**src/rtl/fetch_unit_pkg.sv**
```systemverilog
// -----------------------------------------------------------------------------
// fetch_unit_pkg
// Shared definitions for the fetch unit:
//   - default address/data widths (32-word memory, 8-bit instruction words)
//   - opcode encodings, which live in the top 3 bits of an instruction word
//   - saturating 8-bit counter helper used for the fetch counter
// -----------------------------------------------------------------------------
package fetch_unit_pkg;

    localparam int AWIDTH_DEF = 5;
    localparam int DWIDTH_DEF = 8;
    localparam int OP_W       = 3;
    localparam int CNT_W      = 8;

    typedef enum logic [OP_W-1:0] {
        OP_HLT = 3'd0,
        OP_SKZ = 3'd1,
        OP_ADD = 3'd2,
        OP_AND = 3'd3,
        OP_XOR = 3'd4,
        OP_LDA = 3'd5,
        OP_STO = 3'd6,
        OP_JMP = 3'd7
    } opcode_e;

    // Increment that sticks at all-ones instead of rolling over.
    function automatic logic [CNT_W-1:0] sat_inc(input logic [CNT_W-1:0] val);
        if (val == {CNT_W{1'b1}}) begin
            return val;
        end
        return val + CNT_W'(1);
    endfunction

endpackage

```
**src/rtl/fetch_unit_pc_counter.sv**
```systemverilog
// -----------------------------------------------------------------------------
// pc_counter
// Program counter with hold, load and increment, plus a one-cycle wrap pulse.
// Priority per edge: rst > hold > load > inc > keep.
// Ports:
//   clk        in   rising-edge clock
//   rst        in   synchronous active-high reset (PC=0, wrap=0)
//   hold_i     in   freeze the PC (load/inc ignored)
//   load_i     in   load PC from load_val_i
//   load_val_i in   AWIDTH value to load
//   inc_i      in   PC <= PC+1 modulo 2^AWIDTH
//   pc_o       out  current PC
//   wrap_o     out  high for the cycle after an increment from all-ones to 0
// -----------------------------------------------------------------------------
module pc_counter #(
    parameter int AWIDTH = 5
) (
    input  logic              clk,
    input  logic              rst,
    input  logic              hold_i,
    input  logic              load_i,
    input  logic [AWIDTH-1:0] load_val_i,
    input  logic              inc_i,
    output logic [AWIDTH-1:0] pc_o,
    output logic              wrap_o
);

    logic [AWIDTH-1:0] pc_q, pc_d;
    logic              wrap_q, wrap_d;

    always_comb begin
        pc_d   = pc_q;
        wrap_d = 1'b0;
        if (!hold_i) begin
            if (load_i) begin
                // A load wins over a simultaneous increment; a load to 0 is
                // not a wrap.
                pc_d = load_val_i;
            end else if (inc_i) begin
                pc_d   = pc_q + AWIDTH'(1);
                wrap_d = (pc_q == {AWIDTH{1'b1}});
            end
        end
    end

    always_ff @(posedge clk) begin
        if (rst) begin
            pc_q   <= '0;
            wrap_q <= 1'b0;
        end else begin
            pc_q   <= pc_d;
            wrap_q <= wrap_d;
        end
    end

    assign pc_o   = pc_q;
    assign wrap_o = wrap_q;

endmodule

```
**src/rtl/fetch_unit.sv**
```systemverilog
// -----------------------------------------------------------------------------
// fetch_unit
// Instruction fetch datapath: instruction register, program counter, sticky
// halt flag, saturating fetch counter and the memory address mux.
// Ports:
//   clk        in   rising-edge clock
//   rst        in   synchronous active-high reset, overrides everything
//   data       in   DWIDTH instruction word from memory
//   ld_ir      in   capture data into the IR
//   ld_pc      in   load PC from the IR operand address (value before the edge)
//   inc_pc     in   increment PC
//   halt       in   stop request; sets the sticky halted flag
//   sel        in   address select: 1 = PC, 0 = IR operand
//   opcode     out  IR top 3 bits
//   ir_addr    out  IR low AWIDTH bits
//   pc_addr    out  current PC
//   addr       out  combinational memory address
//   halted     out  sticky halted flag (cleared only by rst)
//   pc_wrap    out  one-cycle pulse after the PC wraps by increment
//   instr_cnt  out  count of accepted IR loads, saturating at 255
// -----------------------------------------------------------------------------
module fetch_unit
    import fetch_unit_pkg::*;
#(
    parameter int AWIDTH = AWIDTH_DEF,
    parameter int DWIDTH = DWIDTH_DEF
) (
    input  logic              clk,
    input  logic              rst,
    input  logic [DWIDTH-1:0] data,
    input  logic              ld_ir,
    input  logic              ld_pc,
    input  logic              inc_pc,
    input  logic              halt,
    input  logic              sel,
    output logic [OP_W-1:0]   opcode,
    output logic [AWIDTH-1:0] ir_addr,
    output logic [AWIDTH-1:0] pc_addr,
    output logic [AWIDTH-1:0] addr,
    output logic              halted,
    output logic              pc_wrap,
    output logic [CNT_W-1:0]  instr_cnt
);

    logic [DWIDTH-1:0] ir_q, ir_d;
    logic              halted_q, halted_d;
    logic [CNT_W-1:0]  cnt_q, cnt_d;
    logic              freeze;
    logic              accept;

    // The halt edge itself already freezes state, not only the cycles after.
    assign freeze = halted_q | halt;
    assign accept = ld_ir & ~freeze;

    always_comb begin
        ir_d     = ir_q;
        cnt_d    = cnt_q;
        halted_d = halted_q | halt;
        if (accept) begin
            ir_d  = data;
            cnt_d = sat_inc(cnt_q);
        end
    end

    always_ff @(posedge clk) begin
        if (rst) begin
            ir_q     <= '0;
            halted_q <= 1'b0;
            cnt_q    <= '0;
        end else begin
            ir_q     <= ir_d;
            halted_q <= halted_d;
            cnt_q    <= cnt_d;
        end
    end

    pc_counter #(
        .AWIDTH (AWIDTH)
    ) u_pc (
        .clk        (clk),
        .rst        (rst),
        .hold_i     (freeze),
        .load_i     (ld_pc),
        .load_val_i (ir_q[AWIDTH-1:0]),
        .inc_i      (inc_pc),
        .pc_o       (pc_addr),
        .wrap_o     (pc_wrap)
    );

    assign opcode    = ir_q[DWIDTH-1 -: OP_W];
    assign ir_addr   = ir_q[AWIDTH-1:0];
    assign addr      = sel ? pc_addr : ir_addr;
    assign halted    = halted_q;
    assign instr_cnt = cnt_q;

endmodule

```
**config.mk**
```make
export PLATFORM = sky130hd
export DESIGN_NAME = fetch_unit
export DESIGN_NICKNAME = d
export VERILOG_FILES = /design/src/rtl/fetch_unit_pkg.sv /design/src/rtl/fetch_unit_pc_counter.sv /design/src/rtl/fetch_unit.sv
export SDC_FILE = /design/constraint.sdc
export NUM_CORES = 1
export LEC_CHECK = 0
export ABC_AREA = 1
export CAP_MARGIN = 25
export CORE_MARGIN = 3
export CORE_UTILIZATION = 43
export CTS_BUF_LIST = sky130_fd_sc_hd__clkbuf_16
export DETAILED_ROUTE_END_ITERATION = 12
export GPL_TIMING_DRIVEN = 0
export HOLD_SLACK_MARGIN = 0.05
export MAX_ROUTING_LAYER = met4
export PLACE_DENSITY = 0.76
export SYNTH_ARGS = -nofsm -noshare
export SYNTH_HDL_FRONTEND = slang
export SYNTH_SLANG_ARGS = --single-unit
```
**constraint.sdc**
```tcl
create_clock -name clk -period 1.3 [get_ports clk]
set_input_delay 0.13 -clock clk [delete_from_list [all_inputs] [get_ports clk]]
set_output_delay 0.13 -clock clk [all_outputs]
set_load 0.02 [all_outputs]
```
==> summary.md, run 1 <==
| Metric | Value |
|---|---|
| N_diodes | 0 |
| Seq. cell area | 475 um2 |
| # IOs | 43 |
| Die Span X | 58.2 um |
| Footprint of the multi-input gates | 624 um2 |
| Synthesized instance count | 169 |
| # Max-Cap Violations | 0 |
| Worst EP required | 1.17 ns |
| Vias in the first global route | 1238 |
| Internal | 1.28 mW |
| Nets | 237 |
| Critical path origin | u_pc.pc_o[3] |
| Combinational Power Share | 17.4% |
| Crit path DAT | 1.13 ns |
| Period minus WS final | 1.26 ns |
| DP HPWL | 2.35 mm |
| CP startpoint kind | register |
| Switching part of the total | 26.1% |
| Post-synthesis sequential area ratio | 39.3% |
| DRT iter0 DRCs | 34 |
| Worst-Margin Slew | 0.408 ns |
| TritonCTS buffer count | 3 |
| DRC violations left | 0 |
| CTS clk-pin slew, worst paths | 0.06 ns |
| Worst-Skew Late Latency | 0.25 ns |
| CTS max path bufs | 2 |
| Die Ht | 58.2 um |
| Pwr/cell area | 1000 nW/um2 |
| Synth area leader | dfxtp_1 |
| R2R Path Start | u_pc.pc_o[0] |
| Mapped Nets | 187 |
| Area Overhead vs Synth | 47.5% |
| Crit Path Class | register to output port |
| Port Buffers | 41 |
| Final setup fails | 0 |
| Setup_tns | 0 ns |
| Crit. End Element | output port |
| Starting Density | 46.4% |
| Total grt overflow | 0 |
| Row count | 18 |
| Static leakage power | 0.801 nW |
| Post-placement setup slack | -0.165 ns |
| Critical path's largest stage delay | 0.40 ns |
| Mapped cell area | 1170 um2 |
| Layout cells sized above 1 | 15.6% |
| Yosys top cell area share | 39.3% |
| Net Sw Power | 0.452 mW |
| Vias/cell | 5.12 |
| Status | completed |
| Total Wirelength | 3.18 mm |
| Yosys warning total | 0 |
| H-tree depth | 1 |
| Root buf cell | clkbuf_16 |
| Vias | 1269 |
| Global-route usage over all layers | 21.0% |
| Hold Vio Cnt, Final | 0 |
| Max Slew Vio Count | 0 |
| Core Region | 2520 um2 |
| Final setup margin | 0.0388 ns |
| Largest delay share family, worst path | flip-flops |
| Hold Startpoint | ir_q[4] |
| Mean routed wirelength per cell | 12.8 um |
| # fillers | 244 |
| Syn avg cell area | 6.93 um2 |
| CP bufs+invs | 1 |
| Final ANT Viol Nets | 0 |
| Rel. slew slack | 72.8% |
| Final Skew | 0.00113 ns |
| First-pass GRT wire length | 5.35 mm |
| Clk sinks | 23 |
| F_max | 793 MHz |
| Routability cong. | 0.798 |
| Seq pwr share | 44.5% |
| Fin crit share | 97.0% |
| #FFs+latches synth | 23 |
| Hold-fix buffers at CTS | 0 |
| Initial antenna violation count | 0 |
| Largest fanout on the critical path | 5 |
| Synth top area cells | dfxtp_1, nand2_1, nor2_1 |
| Clock share of power | 38.1% |
| Worst path cell trace | nand2_1 -> o21ai_0 -> clkdlybuf4s15_1 |
| Hold slack | 0.485 ns |
| Hold WC Path Type | register to register |
| Unique masters post-synth | 22 |
| TritonCTS clock tree | built |
| VDD IR max | 0.683 mV |
| Die Footprint | 3390 um2 |
| Largest net degree at the start of global routing | 13 |
| DRT Pass-1 Iters | 4 |
| Crit-path slowest cell | dfxtp_1 |
## final timing paths
check	end	slack, ns	depth (start not counted)
worst min register to register	ir_q[4]	0.49	2
worst min-delay path	ir_q[4]	0.49	2
worst max-delay path	addr[3]	0.04	3
worst max register to register	u_pc.pc_o[4]	0.07	6
## sequential cells by signal, indices dropped and copies added, names as in the netlist
| signal | cells |
|---|---|
| u_pc.wrap_o | 1 |
| u_pc.pc_o | 5 |
| ir_q | 8 |
| halted | 1 |
| instr_cnt | 8 |
## cell type report
type | instances | area share [%]
Multi-Input combinational cell | 120 | 36.1
Sequential cell | 23 | 27.5
Timing Repair Buffer | 45 | 23.0
Inverter | 21 | 4.85
Clock buffer | 3 | 4.34
Tap cell | 30 | 2.17
Buffer | 5 | 1.74
Clock inverter | 1 | 0.217
## stage by stage
stage | instances | utilization (%) | cell area [um2] | power (mW)
6_report | 248 | 68.5 | 1730 | 1.73
3_3_place_gp | 240 | 64.4 | 1620 | 1.10
2_1_floorplan | 169 | - | 1180 | 0.942
4_1_cts | 244 | 66.7 | 1680 | 1.74
3_5_place_dp | 240 | 64.4 | 1620 | 1.10
5_1_grt | 248 | 68.5 | 1730 | 1.81
## cell usage in the layout, fill, tap and decap left out, drive strengths merged
master         netlist  layout
a211oi               1       1
inv                 20      21
a31oi                3       3
clkdlybuf4s15        0       2
clkinv               1       1
nor2                32      32
nand4                5       5
dlygate4sd2          0      23
buf                  4      10
nand2               37      37
nor3                 1       1
nand3b               1       1
o21ai               19      19
ha                   3       3
nand3                8       8
dfxtp               23      23
clkbuf               1       5
clkdlybuf4s50        0      13
a21oi               10      10
## power by group through the flow
stage	Clock [mW]	Sequential, mW	Combinational, mW
floorplan	0	0.818	0.124
global placement	0	0.784	0.312
detailed placement	0	0.786	0.318
CTS	0.680	0.769	0.295
global route	0.709	0.775	0.330
finish	0.658	0.770	0.301
## per-layer routing
layer	routed length (um)	share of wire (%)	GRT usage [%]	vias up
li1	-	-	-	643
met2	1540	49	34.8	36
met5	0	0	-	-
met4	57	1.8	8.61	0
met1	1430	45	25.2	583
met3	149	4.7	3.34	7
## Yosys cell counts, drive strengths merged
cell type / n
dfxtp: 23
a31oi: 3
buf: 4
nor3: 1
ha: 3
nand3b: 1
nand3: 8
clkinv: 1
clkbuf: 1
nand4: 5
a21oi: 10
nand2: 37
a211oi: 1
o21ai: 19
inv: 20
nor2: 32
## timing repair
item                                    4_1_cts  5_1_grt
resized for setup                            39       14
pin swaps                                     1        6
setup buffers                                 0        4
endpoints found under the setup margin       29       18
## tightest hold or removal path, delay by kind of cell, from the launching register on
kind / cells / cell delay (ns)
AOI/OAI and AO/OA: 1 / 0.05
buffers and inverters: 1 / 0.07
DFF: 1 / 0.32
## logic make-up (layout without fill, tap and decap cells)
family	count (synthesis)	after routing	synth area share [%]
AO/OA/AOI/OAI	33	33	14.6
adder cells (fa/ha/maj)	3	3	3.21
AND/OR/NAND/NOR	84	84	33.1
buffers and inverters	26	75	9.72
flip-flops	23	23	39.3
Note: power is estimated with default switching activity, not from simulation.
==> inputs of run 2 (changes only) <==
CORE_ASPECT_RATIO = 0.5   (was not set)
GPL_TIMING_DRIVEN = 1   (was 0)
==> summary.md, run 2 (synthesis results as in run 1) <==
| Metric | Value |
|---|---|
| Status | completed |
| Vias/cell | 4.84 (-5.5%) |
| Final ANT Viol Nets | 0 (unchanged) |
| Hold Vio Cnt, Final | 0 (unchanged) |
| CTS clk-pin slew, worst paths | 0.06 ns (about the same) |
| Crit. End Element | register |
| DP HPWL | 2.22 mm (-5.3%) |
| Total grt overflow | 0 (unchanged) |
| Top sig layer | met4 |
| Crit path DAT | 1.39 ns (+0.26 ns) |
| Core Region | 2390 um2 (-5.4%) |
| Clk sinks | 23 (unchanged) |
| Mean routed wirelength per cell | 11.9 um (-6.9%) |
| Switching part of the total | 26.5% (+0.35 points) |
| F_max | 813 MHz (+2.6%) |
| Die Ht | 42.9 um (-26%) |
| Largest net degree at the start of global routing | 19 (+6) |
| Layout cells sized above 1 | 18.8% (+3.2 points) |
| Area Overhead vs Synth | 51.8% |
| H-tree depth | 1 (unchanged) |
| Row count | 12 (-6) |
| Net Sw Power | 0.465 mW (+2.8%) |
| First-pass GRT wire length | 5.04 mm (-5.9%) |
| Die Footprint | 3420 um2 (+1.1%) |
| Final Power | 1.75 mW (+1.4%) |
| Area after DPL | 1710 um2 (+5.2%) |
| Max Slew Vio Count | 0 (unchanged) |
| # Max-Cap Violations | 0 (unchanged) |
| Routability cong. | 0.857 (+7.4%) |
| Most frequent cells in the layout | nand2_1, nor2_1, dlygate4sd2_1 |
| Period minus WS final | 1.23 ns (-0.0318 ns) |
| Initial antenna violation count | 0 (unchanged) |
| Final Instance Area | 1780 um2 (+2.9%) |
| Hold-fix buffers at CTS | 0 (unchanged) |
| Worst-Margin Slew | 0.492 ns (+0.0843 ns) |
| VDD IR max | 0.497 mV (-27%) |
| Port Buffers | 42 (+2.4%) |
| Largest fanout on the critical path | 8 (+3) |
| CP startpoint kind | register |
| DRC violations left | 0 (unchanged) |
| Met3 WL | 169 um (+13%) |
| CTS max path bufs | 2 (unchanged) |
| Fin crit share | 94.6% (-2.4 points) |
| Seq pwr share | 43.4% (-1.1 points) |
| Final setup fails | 0 (unchanged) |
| Vias | 1253 (-1.3%) |
| Fin cells | 259 (+4.4%) |
| Starting Density | 49.1% (+2.6 points) |
| Final Skew | 0.00383 ns (+0.00270 ns) |
| Metal-1 WL | 1.36 mm (-4.8%) |
| Pwr/cell area | 986 nW/um2 (-1.4%) |
| Hold WC Path Type | register to register |
| Met2 wire len | 1.55 mm (+0.32%) |
| Clock share of power | 38.5% (+0.4 points) |
| DRT iter0 DRCs | 46 (+35%) |
| Die Span X | 79.8 um (+37%) |
| Inst Count DP | 254 (+5.8%) |
| Root buf cell | clkbuf_16 |
| TritonCTS buffer count | 3 (unchanged) |
| Vias in the first global route | 1133 (-8.5%) |
| Hold slack | 0.474 ns (-0.0115 ns) |
| Internal | 1.29 mW (+0.96%) |
| Worst-Skew Late Latency | 0.26 ns (about the same) |
| DRT Pass-1 Iters | 4 (unchanged) |
| Combinational Power Share | 18.0% (+0.6 points) |
| Static leakage power | 0.855 nW (+6.6%) |
| Nets | 243 (+2.5%) |
| N_diodes | 0 (unchanged) |
| # fillers | 209 (-14%) |
| Worst EP required | 1.46 ns (+0.29 ns) |
| TritonCTS clock tree | built |
| Rel. slew slack | 67.1% (-5.7 points) |
| # IOs | 43 (unchanged) |
| Total Wirelength | 3.09 mm (-2.8%) |
| Commonest non-fill, non-tap cell in the layout | nand2_1 |
| Crit Path Class | register to register |
| Global-route usage over all layers | 19.4% (-1.7 points) |
==> run 2: changes by cell type in the layout (fill, tap and decap cells not counted), sizes merged <==
| cell | change |
|---|---|
| buf | +4 |
| clkbuf | +3 |
| clkdlybuf4s15 | -2 |
| clkinv | +1 |
| dlymetal6s2s | +1 |
| inv | -1 |
==> run 2: per-stage QoR <==
step / utilization (%) / TNS, ns / setup slack (ns)
2_1_floorplan: - / 0 / 0.0565
3_3_place_gp: 71.5 / -2.16 / -0.379
3_5_place_dp: 71.5 / -2.62 / -0.394
4_1_cts: 73.4 / 0 / 0.00804
5_1_grt: 74.5 / -0.0358 / -0.0254
6_report: 74.5 / 0 / 0.0706
==> run 2: timing repair <==
action,CTS,global route
cloned,0,0
setup endpoints to repair,27,14
pin swaps,0,6
buffers inserted,0,1
gates resized for setup,28,25
==> run 2: layer usage <==
metal	up-vias	track usage (%)
met5	-	-
met4	0	4.04
li1	656	-
met3	2	5.72
met1	565	22.8
met2	30	33.0
==> run 2: power by group through the flow <==
stage               Sequential [mW]  Clock, mW  Combinational, mW
floorplan                     0.818          0              0.124
global placement              0.779          0              0.344
detailed placement            0.779          0              0.348
CTS                           0.763      0.693              0.319
global route                  0.766      0.738              0.345
finish                        0.762      0.675              0.317
==> run 2: worst paths after layout <==
kind | cells past startpoint | endpoint | start | slack (ns)
worst min-delay path | 2 | ir_q[5] | ir_q[5] | 0.47
worst min register to register | 2 | ir_q[5] | ir_q[5] | 0.47
worst max register to register | 8 | instr_cnt[7] | instr_cnt[0] | 0.07
worst max-delay path | 8 | instr_cnt[7] | instr_cnt[0] | 0.07
==> run 2: critical path: stages, from the launching register on <==
cell and delay [ns]:
dfxtp_4 0.38, ha_4 0.14, inv_2 0.04, nor2_4 0.14, nand2_4 0.11, nand2_4 0.13
nor2_4 0.04, nor2_2 0.09, nor2_1 0.04
==> run 2: area by class of cell <==
cell class                 count  area, um2  share of cell area, %
tap                           35       43.8                   2.46
clock buffer                   3       75.1                   4.22
inverter                      21       83.8                   4.71
multi-input combinational    120        624                   35.1
timing repair buffer          56        474                   26.7
sequential                    23        472                   26.5
clock inverter                 1       5.00                  0.281
==> inputs of run 3 (changes only) <==
clock period = 1.22 ns   (was 1.3 ns; I/O delays follow)
==> summary.md, run 3 (synthesis results as in run 1) <==
| Metric | Value |
|---|---|
| Status | completed |
| DP HPWL | 2.30 mm (+3.8%) |
| Global-route usage over all layers | 20.7% (+1.4 points) |
| # Max-Cap Violations | 0 (unchanged) |
| Worst r2r dst | u_pc.pc_o[4] |
| Commonest non-fill, non-tap cell in the layout | nand2_1 |
| Worst Reg-to-Reg Cells | 6 (-2) |
| N_diodes | 0 (unchanged) |
| Die Ht | 42.9 um (unchanged) |
| Port Buffers | 42 (unchanged) |
| Max Slew Vio Count | 0 (unchanged) |
| Mean routed wirelength per cell | 12.4 um (+4.2%) |
| DRT iter0 DRCs | 28 (-39%) |
| Total Wirelength | 3.37 mm (+9.0%) |
| Die Span X | 79.8 um (unchanged) |
| Hold slack | 0.467 ns (-0.00710 ns) |
| Rel. slew slack | 77.0% (+9.9 points) |
| H-tree depth | 1 (unchanged) |
| Core Region | 2390 um2 (unchanged) |
| Seq. cell area | 477 um2 (+1.1%) |
| Final setup margin | 0.0158 ns (-0.0548 ns) |
| Vias/cell | 4.87 (+0.61%) |
| Hold-fix buffers at CTS | 0 (unchanged) |
| Fin crit share | 98.7% (+4.1 points) |
| Hold endpoint | ir_q[4] |
| Hold Vio Cnt, Final | 0 (unchanged) |
| Worst EP required | 1.40 ns (-0.06 ns) |
| Crit. End Element | register |
| Post-placement setup slack | -0.453 ns (-0.0593 ns) |
| CTS clk-pin slew, worst paths | 0.06 ns (about the same) |
| TritonCTS buffer count | 3 (unchanged) |
| Hold WC Path Type | register to register |
| Final Core Density | 79.8% (+5.3 points) |
| Worst reg-to-reg setup slack | 0.02 ns (-0.05 ns) |
| DRT Pass-1 Iters | 4 (unchanged) |
| RSZ-0062 raised after global routing | true |
| Hold Startpoint | ir_q[4] |
| Crit Path Class | register to register |
| Most frequent cells in the layout | nand2_1, nor2_1, buf_4 |
| Initial antenna violation count | 0 (unchanged) |
| Vias in the first global route | 1164 (+2.7%) |
| # fillers | 177 (-15%) |
| R2R Path Start | u_pc.pc_o[1] |
| Clk sinks | 23 (unchanged) |
| Root buf cell | clkbuf_16 |
| Footprint of the multi-input gates | 637 um2 (+2.0%) |
| TritonCTS clock tree | built |
| Row count | 12 (unchanged) |
| # IOs | 43 (unchanged) |
| Largest net degree at the start of global routing | 19 (unchanged) |
| Layout cells sized above 1 | 24.6% (+5.8 points) |
| Total grt overflow | 0 (unchanged) |
| Vias | 1319 (+5.3%) |
| Worst-Margin Slew | 0.341 ns (-0.152 ns) |
| CP startpoint kind | register |
| First-pass GRT wire length | 5.36 mm (+6.4%) |
| CTS max path bufs | 2 (unchanged) |
| Final setup fails | 0 (unchanged) |
| Die Footprint | 3420 um2 (unchanged) |
| Worst-Skew Late Latency | 0.26 ns (about the same) |
| F_max | 830 MHz (+2.1%) |
| Crit path DAT | 1.39 ns (about the same) |
| Starting Density | 49.1% (unchanged) |
| Final Skew | 0.00179 ns (-0.00204 ns) |
| Area Overhead vs Synth | 62.7% |
| Nets | 255 (+4.9%) |
| Pwr/cell area | 1010 nW/um2 (+2.2%) |
| Largest fanout on the critical path | 4 (-4) |
| Period minus WS final | 1.20 ns (-0.0252 ns) |
| DRC violations left | 0 (unchanged) |
| VDD IR max | 0.656 mV (+32%) |
| Static leakage power | 0.897 nW (+4.9%) |
| Hold depth | 2 (unchanged) |
| Final ANT Viol Nets | 0 (unchanged) |
| Routability cong. | 0.821 (-4.2%) |
==> run 3: routing by layer <==
metal	vias to the layer above	part of all wire [%]	GRT usage, %
met4	0	1.6	5.05
met2	37	49	34.5
met1	595	45	24.9
met5	-	0	-
met3	6	4.4	5.93
li1	681	-	-
==> run 3: worst max path at each step <==
stage / start / to / slack, ns / cells after the start
after floorplan: u_pc.pc_o[1] / u_pc.pc_o[4] / 0.01 / 6
after global placement: sel / addr[2] / -0.41 / 4
after detailed placement: sel / addr[2] / -0.45 / 4
after CTS: ir_q[0] / addr[0] / 0.0003 / 3
after global routing: u_pc.pc_o[1] / u_pc.pc_o[4] / -0.06 / 6
final: u_pc.pc_o[1] / u_pc.pc_o[4] / 0.02 / 6
==> run 3: per-stage QoR <==
| stage | area, um2 | setup TNS, ns | total power, mW | cells |
|---|---|---|---|---|
| after floorplan | 1190 | 0 | 1.00 | 169 |
| after global placement | 1780 | -3.82 | 1.22 | 261 |
| after detailed placement | 1780 | -4.46 | 1.22 | 261 |
| after CTS | 1870 | 0 | 1.92 | 269 |
| after global routing | 1910 | -0.201 | 2.01 | 271 |
| final | 1910 | 0 | 1.92 | 271 |
==> run 3: layout make-up <==
class / instances / share of cell area [%]
multi-input combinational: 120 / 33.4
timing repair buffer: 68 / 30.5
sequential: 23 / 25.0
inverter: 21 / 4.60
clock buffer: 3 / 3.94
tap: 35 / 2.30
clock inverter: 1 / 0.263
==> run 3: power breakdown <==
group          total, mW  switching, mW  internal [mW]
Clock              0.720          0.279          0.441
Sequential         0.810         0.0280          0.782
Combinational      0.391          0.207          0.184
Total               1.92          0.513           1.41
==> run 3: worst max-delay path, cell delays in order, from the launching register on <==
cell and delay, ns:
dfxtp_4 0.36, ha_4 0.17, nand2_2 0.08, nor2_2 0.04, ha_1 0.26, nand2_1 0.05
a31oi_1 0.17
==> run 3: timing repair <==
item                                    CTS  global route
setup buffers                             4             2
resized for setup                        46            18
endpoints found under the setup margin   34            17
pin swaps                                 3            16
hold endpoints to repair                  0             0
